[config.mk]
export PLATFORM = sky130hd
export DESIGN_NAME = top
export DESIGN_NICKNAME = d
export VERILOG_FILES = /design/src/rtl/top.sv
export SDC_FILE = /design/constraint.sdc
export NUM_CORES = 1
export LEC_CHECK = 0
export ABC_CLOCK_PERIOD_IN_PS = 5400
export CAP_MARGIN = 20
export CORE_MARGIN = 2
export CORE_UTILIZATION = 37
export DETAILED_ROUTE_END_ITERATION = 10
export GPL_TIMING_DRIVEN = 0
export RECOVER_POWER = 50
export SYNTH_ARGS = -nofsm -noshare
export SYNTH_HDL_FRONTEND = slang
export SYNTH_SLANG_ARGS = --single-unit
export TNS_END_PERCENT = 30
[constraint.sdc]
create_clock -name TCK -period 5.4 [get_ports TCK]
set_input_delay 1.08 -clock TCK [delete_from_list [all_inputs] [get_ports TCK]]
set_output_delay 1.08 -clock TCK [all_outputs]
set_load 0.005 [all_outputs]
[src/rtl/top.sv]
// ---------------------------------------------------------------------------------------------
// top: IEEE 1149.1 TAP controller with a 2-bit instruction register and three data registers:
// BYPASS, IDCODE (optional), and a USER register with a parallel capture/update path.
//
// Optional feature macro: TOP_IDCODE_EN
//   defined   -> 32-bit IDCODE register present; instruction 2'b01 selects it and it is the
//                reset instruction.
//   undefined -> no IDCODE register; 2'b01 decodes as BYPASS and BYPASS is the reset
//                instruction.
//
// Parameters:
//   IDCODE_VALUE  device identification code, LSB must be 1
//   USER_WIDTH    width of the USER data register (>= 2)
//
// Ports:
//   TCK       test clock; the only clock, all state is clocked by it
//   TRST      asynchronous active-low test reset
//   TMS       test mode select, sampled on TCK rising edge
//   TDI       serial data in, sampled on TCK rising edge
//   TDO       serial data out, registered on TCK falling edge
//   user_in   parallel value captured into the USER register in Capture-DR
//   user_out  parallel value loaded from the USER register in Update-DR
// ---------------------------------------------------------------------------------------------
module top #(
  parameter logic [31:0] IDCODE_VALUE = 32'h1000_5A5F,
  parameter int unsigned USER_WIDTH   = 8
) (
  input  logic                  TCK,
  input  logic                  TRST,
  input  logic                  TMS,
  input  logic                  TDI,
  output logic                  TDO,
  input  logic [USER_WIDTH-1:0] user_in,
  output logic [USER_WIDTH-1:0] user_out
);

  if (IDCODE_VALUE[0] != 1'b1) begin : g_bad_idcode
    $error("IDCODE_VALUE LSB must be 1");
  end

  typedef enum logic [3:0] {
    StTlr,
    StRti,
    StSelDr,
    StCapDr,
    StShiftDr,
    StExit1Dr,
    StPauseDr,
    StExit2Dr,
    StUpdDr,
    StSelIr,
    StCapIr,
    StShiftIr,
    StExit1Ir,
    StPauseIr,
    StExit2Ir,
    StUpdIr
  } state_e;

  typedef enum logic [1:0] {
    InsBypass,
    InsIdcode,
    InsUser
  } instr_e;

`ifdef TOP_IDCODE_EN
  localparam instr_e ResetInstr = InsIdcode;
`else
  localparam instr_e ResetInstr = InsBypass;
`endif

  // Standard 1149.1 TMS transition table.
  function automatic state_e next_state(input state_e st, input logic tms);
    state_e ns;
    case (st)
      StTlr:     ns = tms ? StTlr     : StRti;
      StRti:     ns = tms ? StSelDr   : StRti;
      StSelDr:   ns = tms ? StSelIr   : StCapDr;
      StCapDr:   ns = tms ? StExit1Dr : StShiftDr;
      StShiftDr: ns = tms ? StExit1Dr : StShiftDr;
      StExit1Dr: ns = tms ? StUpdDr   : StPauseDr;
      StPauseDr: ns = tms ? StExit2Dr : StPauseDr;
      StExit2Dr: ns = tms ? StUpdDr   : StShiftDr;
      StUpdDr:   ns = tms ? StSelDr   : StRti;
      StSelIr:   ns = tms ? StTlr     : StCapIr;
      StCapIr:   ns = tms ? StExit1Ir : StShiftIr;
      StShiftIr: ns = tms ? StExit1Ir : StShiftIr;
      StExit1Ir: ns = tms ? StUpdIr   : StPauseIr;
      StPauseIr: ns = tms ? StExit2Ir : StPauseIr;
      StExit2Ir: ns = tms ? StUpdIr   : StShiftIr;
      StUpdIr:   ns = tms ? StSelDr   : StRti;
      default:   ns = StTlr;
    endcase
    return ns;
  endfunction

  function automatic instr_e decode(input logic [1:0] code);
    instr_e ins;
    case (code)
      2'b10:   ins = InsUser;
`ifdef TOP_IDCODE_EN
      2'b01:   ins = InsIdcode;
`endif
      default: ins = InsBypass;
    endcase
    return ins;
  endfunction

  state_e                  state_q;
  instr_e                  ir_q;
  logic [1:0]              ir_sr_q;
  logic                    bypass_q;
  logic [USER_WIDTH-1:0]   user_sr_q;
  logic [USER_WIDTH-1:0]   user_out_q;
  logic                    tdo_d;
  logic                    tdo_q;
  logic                    enter_tlr;

  // Reset values are applied on the edge that enters Test-Logic-Reset, so the instruction and
  // user_out are already restored while the FSM sits in that state.
  assign enter_tlr = (next_state(state_q, TMS) == StTlr);

  // TAP state machine.
  always_ff @(posedge TCK or negedge TRST) begin
    if (!TRST) begin
      state_q <= StTlr;
    end else begin
      state_q <= next_state(state_q, TMS);
    end
  end

  // Instruction shift register and active instruction.
  always_ff @(posedge TCK or negedge TRST) begin
    if (!TRST) begin
      ir_sr_q <= 2'b01;
      ir_q    <= ResetInstr;
    end else if (enter_tlr) begin
      ir_sr_q <= 2'b01;
      ir_q    <= ResetInstr;
    end else begin
      case (state_q)
        StCapIr:   ir_sr_q <= 2'b01;
        StShiftIr: ir_sr_q <= {TDI, ir_sr_q[1]};
        StUpdIr:   ir_q    <= decode(ir_sr_q);
        default:   ;
      endcase
    end
  end

  // BYPASS register: only active while BYPASS is the selected instruction.
  always_ff @(posedge TCK or negedge TRST) begin
    if (!TRST) begin
      bypass_q <= 1'b0;
    end else if (ir_q == InsBypass) begin
      if (state_q == StCapDr) begin
        bypass_q <= 1'b0;
      end else if (state_q == StShiftDr) begin
        bypass_q <= TDI;
      end
    end
  end

`ifdef TOP_IDCODE_EN
  logic [31:0] idcode_sr_q;

  always_ff @(posedge TCK or negedge TRST) begin
    if (!TRST) begin
      idcode_sr_q <= IDCODE_VALUE;
    end else if (ir_q == InsIdcode) begin
      if (state_q == StCapDr) begin
        idcode_sr_q <= IDCODE_VALUE;
      end else if (state_q == StShiftDr) begin
        idcode_sr_q <= {TDI, idcode_sr_q[31:1]};
      end
    end
  end
`endif

  // USER shift register and its parallel output latch.
  always_ff @(posedge TCK or negedge TRST) begin
    if (!TRST) begin
      user_sr_q  <= '0;
      user_out_q <= '0;
    end else if (enter_tlr) begin
      user_out_q <= '0;
    end else if (ir_q == InsUser) begin
      case (state_q)
        StCapDr:   user_sr_q  <= user_in;
        StShiftDr: user_sr_q  <= {TDI, user_sr_q[USER_WIDTH-1:1]};
        StUpdDr:   user_out_q <= user_sr_q;
        default:   ;
      endcase
    end
  end

  assign user_out = user_out_q;

  // TDO source: IR LSB in Shift-IR, selected DR LSB in Shift-DR, otherwise quiet.
  always_comb begin
    tdo_d = 1'b0;
    case (state_q)
      StShiftIr: tdo_d = ir_sr_q[0];
      StShiftDr: begin
        case (ir_q)
          InsUser:   tdo_d = user_sr_q[0];
`ifdef TOP_IDCODE_EN
          InsIdcode: tdo_d = idcode_sr_q[0];
`endif
          default:   tdo_d = bypass_q;
        endcase
      end
      default:   tdo_d = 1'b0;
    endcase
  end

  always_ff @(negedge TCK or negedge TRST) begin
    if (!TRST) begin
      tdo_q <= 1'b0;
    end else begin
      tdo_q <= tdo_d;
    end
  end

  assign TDO = tdo_q;

endmodule

==> results.yml, run 1 <==
clock_tree:
  cts.path.max_buffers: 2
  clk_latency_ps: 270
  cts-root-buf: "clkbuf_8"
  cts_sinks: 25
  cts_resized: 0
  htreeDepth: 1
  cts_tree: "built"
  cts-buffers-inserted: 3
  postCtsSetupRepairBufs: 0
  postCtsHoldBufs: 0
  clk_pin_slew_ps: 90
setup_path:
  path_cells: "clkdlybuf4s50_1"
  critical_path.top_delay_family: "buffers and inverters"
  path_buf_inv: 1
  required_ps: 4320
  cp.arrival_ps: 3840
  path_class: "reg -> out"
  start_kind: "flop"
  crit_slowest_cell: "clkdlybuf4s50_1"
  critPathCaptureType: "output port"
  cp_slowest_stage_delay_ps: 490
  crit_path_max_fanout: 1
timing:
  skew_ps: 10.5
  worstMarginPinSlew_ps: 697
  relSlewSlack: 0.535
  tns_ps: 0
  finalMaxSlewViolations: 0
  finalSetupViolCount: 0
  rsz0062_at_grt: "no"
  final_hold_viol_count: 0
grt:
  grt_pass1_wl_um: 4940
  antenna_found_initial: 0
  grt_pass1_vias: 1047
  track_usage: 0.149
  overflow: 0
  grt_max_degree: 20
place:
  dp_hpwl_um: 2130
  portBuffers: 19
  gp_congestion: 0.749
routing:
  drt-vias-per-instance: 5.45
  routed_wl_um: 2840
  drtAntennaViolNets: 0
  drcViolationCount: 0
  wl_per_cell_um: 13.9
  num_vias: 1111
  dr.pass1.iters: 6
  drt_iter0_drc: 53
job:
  maxCapViolCount: 0
die:
  die_h_um: 65.4
  core_region_area_um2: 3630
  initial_core_util: 0.383
  dieArea_um2: 4270
  rows: 22
  pin_count: 21
  die-width_um: 65.4
layout:
  nets: 169
  post_route_cells_drive_above_1_share: 0.192
  area_delta_synth_final_pct: 22.9
  regArea_um2: 627
  nFillCells: 360
  multi_input_area_um2: 688
  diodes: 0
synthesis:
  synth_simple_gate_area_frac: 0.165
  synth.distinct_cells: 41
  synth-seq-cells: 25
  synth_nets: 144
  synth-compound-area-share: 0.154
  synthMuxAreaShare: 0.163
  ys_warn_count: 0
  synth_top_family_by_area: "simple AND/OR/NAND/NOR gates"
  avgSynthCellArea_um2: 10.5
  yosysSeqAreaShare: 0.450
  synthesis.area_um2: 1390
  synth_cells: 132
  synth-adder-area-share: 0
  synth_xor_area_frac: 0.0126
pwr:
  leakage_nw: 0.700
  ir_worst_vdd_mv: 0.211
  finalPower_mw: 0.852
  power.density_nw_per_um2: 498
run_status:
  status: "finished, final reports clean"
min_path:
  hold_path_class: "reg -> reg"
## layout by cell type (no fill, tap or decap), drive strengths merged, types with 2 or more instances in the layout
| cell type | count |
|---|---|
| dfrtp | 23 |
| nand3 | 11 |
| nor2 | 2 |
| o21ai | 11 |
| nand2b | 2 |
| clkbuf | 11 |
| nor4b | 2 |
| a21oi | 14 |
| mux2 | 16 |
| nor3 | 3 |
| nor2b | 3 |
| buf | 6 |
| or4b | 2 |
| nand3b | 2 |
| inv | 2 |
| nand2 | 3 |
| a211oi | 2 |
| mux2i | 2 |
| nand4 | 3 |
| clkdlybuf4s50 | 18 |
## cell families (layout without fill, tap and decap cells)
| family | count (synthesis) | in the layout |
|---|---|---|
| AOI/OAI and AO/OA | 34 | 34 |
| and+or+nand+nor | 37 | 37 |
| buffers and inverters | 16 | 40 |
| xor gates and xnor gates | 2 | 2 |
| muxes | 18 | 18 |
| DFF | 25 | 25 |
## where the power goes
group	leakage (nW)	switching, mW	internal [mW]
logic	0.352	0.200	0.215
clock network	0.0217	0.0611	0.0522
registers	0.326	0.0510	0.273
## through the flow
step                      cells  area (um2)  hold WS [ps]  worst slack (ps)  utilization
after floorplan             132        1390           465              1240            -
after global placement      199        1640           488               333        0.452
after detailed placement    200        1670           482               765        0.460
after CTS                   204        1720           504               466        0.473
after global routing        204        1710           541               441        0.471
final                       204        1710           503               476        0.471
## sequential cells by signal, summed over array words and instances (netlist names)
register   count
bypass_q       1
ir_sr_q        2
user_sr_q      8
user_out       8
ir_q           1
TDO            1
state_q        4
## worst reg2reg max path: cells and delay by family, from the launching register on
kind	cells	cell delay, ps
simple gates	1	180
buf+inv	2	700
compound gates	1	220
flops	1	360
## Yosys cell counts (all sizes together)
cell,number,area (um2)
clkinv,1,3.75
or3,1,6.26
clkbuf,7,26.3
buf,6,40.0
nor2b,3,18.8
nand3b,2,15.0
dfrtn,1,25.0
mux2i,2,20.0
and3b,1,8.76
a21o,1,7.51
nand2b,2,12.5
a211oi,2,15.0
o221a,1,11.3
dfstp,1,26.3
nor2,2,7.51
a21oi,14,81.3
mux2,16,206
or4bb,1,11.3
or2,1,6.26
inv,2,7.51
a32o,1,10.0
xnor2,1,8.76
xor2,1,8.76
o221ai,1,8.76
nand4,3,18.8
nor4b,2,23.8
o21ai,11,55.1
o211ai,1,7.51
nand3,11,55.1
a221o,1,10.0
or4b,2,20.0
o21bai,1,7.51
nor3,3,15.0
nand2,3,11.3
dfrtp,23,576
## layout make-up
class | count | area share
plain buffers | 13 | 0.0344
clock buffers | 3 | 0.0241
clock inverters | 1 | 0.00439
inverters | 3 | 0.00658
multi-input cells | 91 | 0.402
flip-flops and latches | 25 | 0.366
well taps | 48 | 0.0351
repair buffers | 20 | 0.127
## layer usage
metal | vias to the layer above | track usage | part of all wire
li1 | 532 | - | -
met1 | 555 | 0.212 | 0.49
met2 | 22 | 0.232 | 0.47
met3 | 2 | 0.0274 | 0.033
met4 | 0 | 0.0443 | 0.010
met5 | - | 0 | 0
## worst paths after layout
path / from / endpoint / slack, ps / cells past startpoint
setup reg to reg: state_q[2] / TDO / 1050 / 4
hold reg to reg: bypass_q / bypass_q / 500 / 1
hold / removal: bypass_q / bypass_q / 500 / 1
max in group asynchronous: TRST / TDO / 1180 / 2
min in group asynchronous: TRST / state_q[1] / 1180 / 1
setup / recovery: TDO / TDO / 480 / 1
Note: power is estimated with default switching activity, not from simulation.
==> inputs of run 2 (changes only) <==
- CELL_PAD_IN_SITES_DETAIL_PLACEMENT: unset -> 0
- CELL_PAD_IN_SITES_GLOBAL_PLACEMENT: unset -> 1
- PLACE_DENSITY_LB_ADDON: unset -> 0.1
==> run 2 against run 1 <==
Clock power is essentially flat. Combinational power is essentially flat. Die area is the same. First-iteration DRC count grew 3.8%. Largest cell class unchanged. Highest routed layer unchanged.
==> results.yml, run 2 (same netlist as run 1, synthesis figures left out) <==
run_status:
  status: "finished, final reports clean"
die:
  dieArea_um2: 4270
  core_region_area_um2: 3630
  die_h_um: 65.4
  initial_core_util: 0.383
  die-width_um: 65.4
  rows: 22
  pin_count: 21
layout:
  final_util: 0.466
  layout_commonest_cell: "dfrtp_1"
  area_delta_synth_final_pct: 21.7
  final_cell_mix: "dfrtp_1 (23), clkdlybuf4s50_1 (18), a21oi_1 (13)"
  nFillCells: 358
  diodes: 0
  regArea_um2: 627
  nets: 169
  post_route_cells_drive_above_1_share: 0.186
  multi_input_area_um2: 688
min_path:
  hp-start: "bypass_q"
  hold_path_class: "reg -> reg"
  min_to: "bypass_q"
  min_delay_path_depth: 1
grt:
  grt_max_degree: 16
  overflow: 0
  track_usage: 0.147
  grt_pass1_vias: 982
  grt_pass1_wl_um: 4830
  antenna_found_initial: 0
setup_path:
  cp_slowest_stage_delay_ps: 490
  r2r-end: "TDO"
  reg2reg_slack_ps: 1170
  path_cells: "clkdlybuf4s50_1"
  path_depth: 1
  reg2reg_from: "state_q[2]"
  path_class: "reg -> out"
  required_ps: 4320
  start_kind: "flop"
  critPathCaptureType: "output port"
  reg2regPathDepth: 4
  crit_path_max_fanout: 1
  critical_path.top_delay_family: "buffers and inverters"
  cp.arrival_ps: 3860
  crit_slowest_cell: "clkdlybuf4s50_1"
  path_buf_inv: 1
timing:
  skew_ps: 11.1
  worstMarginPinSlew_ps: 693
  finalSetupViolCount: 0
  tns_ps: 0
  relSlewSlack: 0.538
  rsz0062_at_grt: "no"
  finalMaxSlewViolations: 0
  final_hold_viol_count: 0
pwr:
  power.density_nw_per_um2: 504
  ir_worst_vdd_mv: 0.176
  leakage_nw: 0.691
place:
  gp_congestion: 0.773
  portBuffers: 19
  dp_hpwl_um: 2100
routing:
  routed_wl_um: 2830
  drt-vias-per-instance: 5.26
  drt_iter0_drc: 55
  num_vias: 1074
  drtAntennaViolNets: 0
  drcViolationCount: 0
  wl_per_cell_um: 13.9
  dr.pass1.iters: 4
clock_tree:
  clk_pin_slew_ps: 90
  cts-root-buf: "clkbuf_8"
  cts.path.max_buffers: 2
  postCtsHoldBufs: 0
  postCtsSetupRepairBufs: 0
  cts_tree: "built"
  cts-buffers-inserted: 3
  clk_latency_ps: 280
  htreeDepth: 1
  cts_resized: 0
  cts_sinks: 25
job:
  maxCapViolCount: 0
[run 2: changes by cell type in the layout (fill, tap and decap cells not counted)]
cell,delta
clkbuf_1,+1
buf_16,-1
buf_2,-1
buf_6,+1
[run 2: how the worst max path moves through the flow]
stage | startpoint | end | slack, ps
6_report | TDO | TDO | 460
5_1_grt | TRST | TDO | 270
4_1_cts | TDO | TDO | 450
3_5_place_dp | TRST | TDO | 740
3_3_place_gp | TRST | TDO | 330
2_1_floorplan | TDO | TDO | 1240
[run 2: report_power, final]
group | internal [mW] | switching [mW] | total, mW
logic | 0.215 | 0.200 | 0.415
clock network | 0.0523 | 0.0610 | 0.113
registers | 0.273 | 0.0515 | 0.325
total | 0.541 | 0.312 | 0.853
[run 2: area by class of cell]
cell class | instances | share of cell area
Buffer | 13 | 0.0384
Clock inverter | 1 | 0.00443
Timing Repair Buffer | 20 | 0.114
Inverter | 3 | 0.00665
Sequential cell | 25 | 0.370
Tap cell | 48 | 0.0355
Multi-Input combinational cell | 91 | 0.406
Clock buffer | 3 | 0.0244
[run 2: per-stage QoR]
step | hold WS [ps] | instances | cell area [um2] | worst slack (ps) | power, mW
finish | 499 | 204 | 1690 | 456 | 0.853
CTS | 506 | 204 | 1710 | 450 | 0.858
floorplan | 465 | 132 | 1390 | 1240 | 0.609
detailed placement | 481 | 200 | 1660 | 742 | 0.744
global placement | 479 | 199 | 1640 | 334 | 0.738
global route | 522 | 204 | 1690 | 266 | 0.922
[run 2: routing by layer]
layer	wire length [um]	GRT usage	part of all wire	vias to the layer above
met5	0	0	0	-
met3	93	0.0205	0.033	5
met1	1470	0.225	0.52	519
li1	-	-	-	530
met2	1240	0.217	0.44	20
met4	33	0.0391	0.012	0
==> inputs of run 3 (changes only) <==
- ABC_CLOCK_PERIOD_IN_PS: 5400 -> 6200
- clock period: 5.4 -> 6.2 ns (I/O delays scaled with it)
==> run 3 against run 2 <==
Clock skew is the same. Sequential share of layout area hardly changed. Power decreased by 13%. First-iteration DRC count shrank 1.8%. Clock power down 13%. Final area about the same. Global-route usage did not move. Via count did not move. Die area stayed put. Register-to-register slack gained 550 ps. Wire length unchanged. Combinational power down 13%. Critical endpoint unchanged. Highest routed layer unchanged.
==> results.yml, run 3 (same netlist as run 1, synthesis figures left out) <==
run_status:
  status: "finished, final reports clean"
layout:
  layout_commonest_cell: "dfrtp_1"
  nFillCells: 358
  final_util: 0.467
  final_cell_mix: "dfrtp_1 (23), clkdlybuf4s50_1 (16), a21oi_1 (13)"
  area_delta_synth_final_pct: 21.7
  post_route_cells_drive_above_1_share: 0.192
  nets: 169
  diodes: 0
setup_path:
  path_buf_inv: 1
  path_class: "reg -> out"
  cp_slowest_stage_delay_ps: 490
  required_ps: 4960
  start_kind: "flop"
  crit_start: "TDO"
  cp.arrival_ps: 4260
  critPathCaptureType: "output port"
  crit_end: "TDO"
  reg2reg_from: "state_q[0]"
  path_depth: 1
  r2r-end: "TDO"
  path_cells: "clkdlybuf4s50_1"
  reg2regPathDepth: 4
  reg2reg_slack_ps: 1720
  crit_slowest_cell: "clkdlybuf4s50_1"
  crit_path_max_fanout: 1
  critical_path.top_delay_family: "buffers and inverters"
routing:
  wl_per_cell_um: 13.9
  dr.pass1.iters: 4
  drt-vias-per-instance: 5.26
  routed_wl_um: 2830
  drt_iter0_drc: 54
  drcViolationCount: 0
  drtAntennaViolNets: 0
  num_vias: 1074
die:
  pin_count: 21
  die-width_um: 65.4
  die_h_um: 65.4
  rows: 22
  dieArea_um2: 4270
  initial_core_util: 0.383
  core_region_area_um2: 3630
pwr:
  p_int_mw: 0.472
  p_sw_frac: 0.366
  p_switching_mw: 0.272
  finalPower_mw: 0.744
  leakage_nw: 0.694
  ir_worst_vdd_mv: 0.153
  clkPwrFrac: 0.133
  power_frac_comb: 0.487
  power.density_nw_per_um2: 439
  seq_power_share: 0.380
place:
  dp_hpwl_um: 2100
  portBuffers: 19
  gp_congestion: 0.773
clock_tree:
  cts_tree: "built"
  cts.path.max_buffers: 2
  htreeDepth: 1
  cts-root-buf: "clkbuf_8"
  clk_pin_slew_ps: 90
  cts_sinks: 25
  postCtsHoldBufs: 0
  postCtsSetupRepairBufs: 0
  cts_resized: 0
  cts-buffers-inserted: 3
  clk_latency_ps: 280
timing:
  tns_ps: 0
  skew_ps: 11.1
  finalMaxSlewViolations: 0
  finalSetupViolCount: 0
  rsz0062_at_grt: "no"
  worstMarginPinSlew_ps: 693
  relSlewSlack: 0.538
  final_hold_viol_count: 0
grt:
  grt_max_degree: 16
  track_usage: 0.147
  grt_pass1_wl_um: 4830
  antenna_found_initial: 0
  overflow: 0
  grt_pass1_vias: 982
min_path:
  hold_path_class: "reg -> reg"
job:
  maxCapViolCount: 0
-- run 3: changes by cell type in the layout (fill, tap and decap cells not counted), sizes merged --
cell           previous run  this run
clkdlybuf4s50            18        16
dlygate4sd3               1         3
buf                       5         6
clkbuf                   12        11
-- run 3: worst min-delay path by stage --
stage	end	slack [ps]	depth (start not counted)	from
final	bypass_q	500	1	bypass_q
after global routing	bypass_q	520	1	bypass_q
after CTS	bypass_q	510	1	bypass_q
after detailed placement	bypass_q	480	1	bypass_q
after global placement	bypass_q	480	1	bypass_q
after floorplan	bypass_q	470	1	bypass_q
-- run 3: routing by layer --
layer  routed length, um  GRT usage  up-vias
li1                    -          -      530
met1                1470      0.225      519
met2                1240      0.217       20
met3                  93     0.0205        5
met4                  33     0.0391        0
met5                   0          0        -
-- run 3: final cells by class --
type	instances	area, um2	area share
multi-input cells	91	688	0.406
flip-flops and latches	25	627	0.370
repair buffers	20	194	0.114
plain buffers	13	66.3	0.0391
well taps	48	60.1	0.0354
clock buffers	3	41.3	0.0244
inverters	3	11.3	0.00664
clock inverters	1	7.51	0.00443
-- run 3: per-stage QoR --
step	area, um2	cells	hold slack (ps)	setup WS, ps
after floorplan	1390	132	465	1480
after global placement	1640	199	479	574
after detailed placement	1660	200	481	982
after CTS	1710	204	506	690
after global routing	1700	204	522	506
final	1700	204	499	696
-- run 3: power by group through the flow --
stage	sequential (mW)	clock, mW	combinational (mW)
CTS	0.283	0.101	0.363
global placement	0.284	0	0.358
detailed placement	0.286	0	0.362
finish	0.283	0.0987	0.362
global route	0.292	0.111	0.400
floorplan	0.276	0	0.254
-- run 3: worst register-to-register path: cells and delay by family (launching register included) --
family          cells  cell delay, ps
flops               1             380
buf+inv             2             320
simple gates        1             520
compound gates      1             190
==> variant 1: new RTL, settings of run 1 <==
Change the parameter `USER_WIDTH` from 8 to 7.
--- a/src/rtl/top.sv
+++ b/src/rtl/top.sv
@@ -24,5 +24,5 @@
 module top #(
   parameter logic [31:0] IDCODE_VALUE = 32'h1000_5A5F,
-  parameter int unsigned USER_WIDTH   = 8
+  parameter int unsigned USER_WIDTH   = 7
 ) (
   input  logic                  TCK,
Ports: changed (resized user_in and user_out); port bits go from 21 to 19. The function was not compared with the original's and may differ.
==> variant 1 against run 1 <==
Wire length fell by 3.4%; design area fell by 9.0%; sequential cell count shrank 2; highest routed layer unchanged; non-clock buffer count down 3; power decreased by 10%; setup slack worse by 0.039 ns; synthesized area is 7.3% lower.
==> variant 1: results (changes against run 1) <==
Status: complete, no violations
First-pass GRT wire length: 4.84 mm (-2.1%)
Hold path cells: 1 (unchanged)
Critical path's slowest cell: clkdlybuf4s50_1
Leakage: 0.000647 µW (-7.6%)
Iter 0 DRT Violations: 15 (-72%)
Syn_nets: 132 (-8.3%)
H-tree levels: 1 (unchanged)
Final setup fails: 0 (unchanged)
Pre-CTS setup slack: 0.381 ns (-0.385 ns)
Number of distinct library cells after synthesis: 40 (-2.4%)
Clk_skew: 0.00668 ns (-0.00382 ns)
GP Congestion: 0.764 (+1.9%)
Antenna Cells: 0 (unchanged)
Filler instances: 335 (-6.9%)
Final WS setup: 0.437 ns (-0.0392 ns)
Placed Cells: 185 (-7.5%)
Nets: 157 (-7.1%)
Seq/Total Area, Yosys: 0.447 (-0.00343)
Skew-Pair Late Insertion Delay: 0.31 ns (+0.04 ns)
Post-synth ARST share: 1.00 (unchanged)
DR pass1 iterations: 4 (-2)
Primary FF master, synth: dfrtp_1
RR Startpoint: state_q[1]
TritonCTS Buffers: 3 (unchanged)
Data arrival, critical path: 3.88 ns (+0.04 ns)
PortBufs: 17 (-2)
Worst-path fanout max: 1 (unchanged)
Vias: 1,005 (-9.5%)
Synth warn: 0 (unchanged)
HP Class: flip-flop to flip-flop
Largest net degree at the start of global routing: 24 (+20%)
FF-to-FF path depth: 4 (unchanged)
Vias per cell: 5.26 (-3.4%)
Initial antenna violation count: 0 (unchanged)
Detailed Route WL: 2.74 mm (-3.4%)
Top cell family by delay on the critical path: buffers and inverters
Clk pin slew, worst setup/hold paths: 0.12 ns (+0.03 ns)
Slew headroom: 0.351 (-0.184)
Area post-placement: 1520 µm² (-8.8%)
Worst IR Drop VDD: 207 µV (-1.8%)
Proportion of layout cells with a drive suffix above 1: 0.193 (+0.000796)
Ranking of synthesized cells by area: dfrtp_1 (41%), mux2_2 (7.0%), mux2_4 (7.0%)
Clk root buf: clkbuf_4
Tot GR Track Use: 0.151 (+0.00140)
Hold path endpoint: bypass_q
R2R Setup Slk: 1.33 ns (+0.28 ns)
Post-Synthesis Cells: 121 (-8.3%)
Slew Limit Fails: 0 (unchanged)
HPWL Detailed: 1.93 mm (-9.3%)
Synth cell count leaders: dfrtp_1 (21), a21oi_1 (12), nand3_1 (10), o21ai_0 (10), mux2_2 (8)
Post-CTS Setup Bufs: 0 (unchanged)
Hold WS: 0.527 ns (+0.0245 ns)
-- variant 1: routing by layer --
layer  GRT usage  part of all wire  vias up
met5           0                 0        -
met2       0.243              0.46       15
met1       0.199              0.49      494
met3      0.0500             0.043        2
li1            -                 -      494
met4      0.0278            0.0051        0
-- variant 1: worst max path at each step --
stage          depth (start not counted)  startpoint  endpoint
3_5_place_dp                           1        TRST       TDO
4_1_cts                                1         TDO       TDO
3_3_place_gp                           1        TRST       TDO
2_1_floorplan                          0         TDO       TDO
5_1_grt                                2        TRST       TDO
6_report                               1         TDO       TDO
-- variant 1: final cells by class --
class                      instances  area (µm²)  share of cell area
multi-input combinational         85         648               0.416
sequential                        23         577               0.370
timing repair buffer              20         184               0.118
tap                               46        57.6              0.0369
buffer                            10        53.8              0.0345
clock buffer                       4        26.3              0.0169
inverter                           3        11.3             0.00723
-- variant 1: worst register-to-register path, delay by kind of cell, from the launching register on --
family	cells	cell delay, ns
AOI/OAI and AO/OA	1	0.13
and+or+nand+nor	1	0.18
DFF	1	0.38
buffers and inverters	2	0.71
-- variant 1: report_power, final --
part	leakage [µW]	switching (µW)	internal (µW)	total [µW]
clock	0.0000150	50.4	28.8	79.2
sequential	0.000299	50.7	251	301
combinational	0.000333	181	205	386
-- variant 1: kinds of logic after synthesis --
| family | synth area share |
|---|---|
| muxes | 0.155 |
| and+or+nand+nor | 0.168 |
| xor gates and xnor gates | 0.0136 |
| buffers and inverters | 0.0514 |
| DFF | 0.447 |
| AOI/OAI and AO/OA | 0.166 |
==> variant 2: new RTL, config.mk and constraints of run 1 <==
Made on the original files. Register the output `TDO` once more; this adds one clock of latency there. The other outputs are not delayed to match. Comments in the files are not updated.
--- a/src/rtl/top.sv
+++ b/src/rtl/top.sv
@@ -222,5 +222,7 @@
   end
 
-  assign TDO = tdo_q;
+  always_ff @(posedge TCK) begin
+    TDO <= tdo_q;
+  end
 
 endmodule
Function: not checked (the comparison handles one clock edge and no latches or derived clocks); the edit may change what the design does.
==> variant 2 against run 1 <==
Core utilization is 0.33 points higher; sequential power is 4% higher; highest routed layer unchanged; design area is 1.5% higher; largest power group unchanged; wire length is 2.5% higher; clock skew is 0.00075 ns lower; critical path type is now flip-flop to flip-flop; sequential share of layout area is 0.62 points higher; synthesized area is 1.4% higher; largest cell class unchanged; power is 7.2% higher; setup slack better by 0.68 ns; die area is 1.4% higher; sequential cell count is 1 higher.
==> variant 2: results (changes against run 1) <==
Status: complete, no violations
Post-Synthesis Cells: 133 (+0.76%)
GP Congestion: 0.797 (+6.4%)
CTS max path bufs: 2 (unchanged)
Critical path's slowest cell: or4b_1
HPWL Detailed: 2.15 mm (+1.3%)
Top cell family by delay on the critical path: buffers and inverters
R2R Setup Slk: 1.16 ns (+0.11 ns)
Iter 0 DRT Violations: 48 (-9.4%)
Vias per cell: 5.33 (-2.1%)
Worst IR Drop VDD: 242 µV (+15%)
Worst-path fanout max: 10 (+9)
Detailed Route WL: 2.91 mm (+2.5%)
Largest stage delay, worst path: 0.50 ns
Vias in the first global route: 1,063 (+1.5%)
Compound-cell area share of the yosys netlist: 0.151 (-0.00218)
Number of distinct library cells after synthesis: 42 (+2.4%)
Nets: 170 (+0.59%)
DR pass1 iterations: 4 (-2)
Wire length per cell: 14.2 µm (+2.0%)
Placed Cells: 201 (+0.50%)
Clk pin slew, worst setup/hold paths: 0.09 ns (about the same)
Proportion of layout cells with a drive suffix above 1: 0.185 (-0.00759)
HP Class: flip-flop to flip-flop
Clk_skew: 0.00974 ns (-0.000753 ns)
Adder-Cell Fraction of Synth Area: 0 (unchanged)
Worst slew pin tran: 0.726 ns (+0.0288 ns)
Synth cell count leaders: dfrtp_1 (23), a21oi_1 (13), nand3_1 (11), o21ai_0 (11), mux2_2 (9)
Grt met2 use: 0.239 (+0.00649)
Skew-Pair Late Insertion Delay: 0.28 ns
TritonCTS Buffers: 3 (unchanged)
H-tree levels: 1 (unchanged)
First-pass GRT wire length: 5.18 mm (+4.9%)
Clk root buf: clkbuf_8
Final Hold Viols: 0 (unchanged)
Met3 capacity usage during global routing: 0.0204 (-0.00695)
Post-synth ARST share: 0.962 (-0.0385)
Number of flops mapped to enable cells by yosys: 0 (unchanged)
Antenna Cells: 0 (unchanged)
Syn_nets: 145 (+0.69%)
XOR/XNOR Fraction of Synth Area: 0.0124 (-0.000178)
Met1 Resource Use GR: 0.223 (+0.0112)
Data arrival, critical path: 1.83 ns (-2.01 ns)
Synth warn: 0 (unchanged)
Initial antenna violation count: 0 (unchanged)
Seq/Total Area, Yosys: 0.458 (+0.00779)
Mux cell area share after synthesis: 0.160 (-0.00230)
Largest net degree at the start of global routing: 16 (-20%)
Post-CTS resize count: 0 (unchanged)
Ranking of synthesized cells by area: dfrtp_1 (41%), mux2_4 (7.4%), mux2_2 (7.2%)
Post-CTS Setup Bufs: 0 (unchanged)
Leakage: 0.000713 µW (+1.8%)
PortBufs: 19 (unchanged)
Tot GR Track Use: 0.159 (+0.00928)
==> variant 2: cell types whose count changed after synthesis <==
cell,run 1,this run
dfxtp_1,0,1
==> variant 2: per-stage QoR <==
stage | util | total power, µW | worst slack (ns) | instance area (µm²) | hold WS (ns)
floorplan | - | 618 | 1.41 | 1410 | 0.465
finish | 0.474 | 914 | 1.16 | 1740 | 0.509
global placement | 0.454 | 741 | 0.348 | 1660 | 0.482
global route | 0.474 | 987 | 1.04 | 1740 | 0.531
CTS | 0.478 | 921 | 1.17 | 1750 | 0.513
detailed placement | 0.458 | 760 | 0.849 | 1680 | 0.493
==> variant 2: layout make-up <==
class	count	area, µm²
multi-input cells	91	688
repair buffers	20	194
well taps	48	60.1
clock inverters	1	30.0
flip-flops and latches	26	647
plain buffers	13	65.1
inverters	3	11.3
clock buffers	3	41.3
fillers	354	1920
==> variant 2: power by group <==
part           leakage, µW  total, µW  internal (µW)  switching (µW)
registers         0.000334        336            282            53.6
logic             0.000343        416            216             200
clock network    0.0000357        162           99.2            62.7
==> variant 2: metal layers <==
layer,vias to the layer above,part of all wire
met5,-,0
met4,0,0.026
met3,7,0.032
met2,23,0.44
met1,529,0.50
li1,534,-
==> variant 2: worst reg2reg max path, stage by stage, from the launching register on <==
cell	delay, ns
dfrtp_1	0.33
clkbuf_1	0.33
or4b_1	0.50
buf_6	0.18
o21ai_0	0.21
==> variant 2: worst paths after layout <==
| kind | endpoint | depth (start not counted) | start |
|---|---|---|---|
| setup / recovery | tdo_q | 4 | state_q[2] |
| hold reg to reg | bypass_q | 1 | bypass_q |
| max in group asynchronous | tdo_q | 1 | TRST |
| hold / removal | bypass_q | 1 | bypass_q |
| min in group asynchronous | state_q[3] | 1 | TRST |
| setup reg to reg | tdo_q | 4 | state_q[2] |
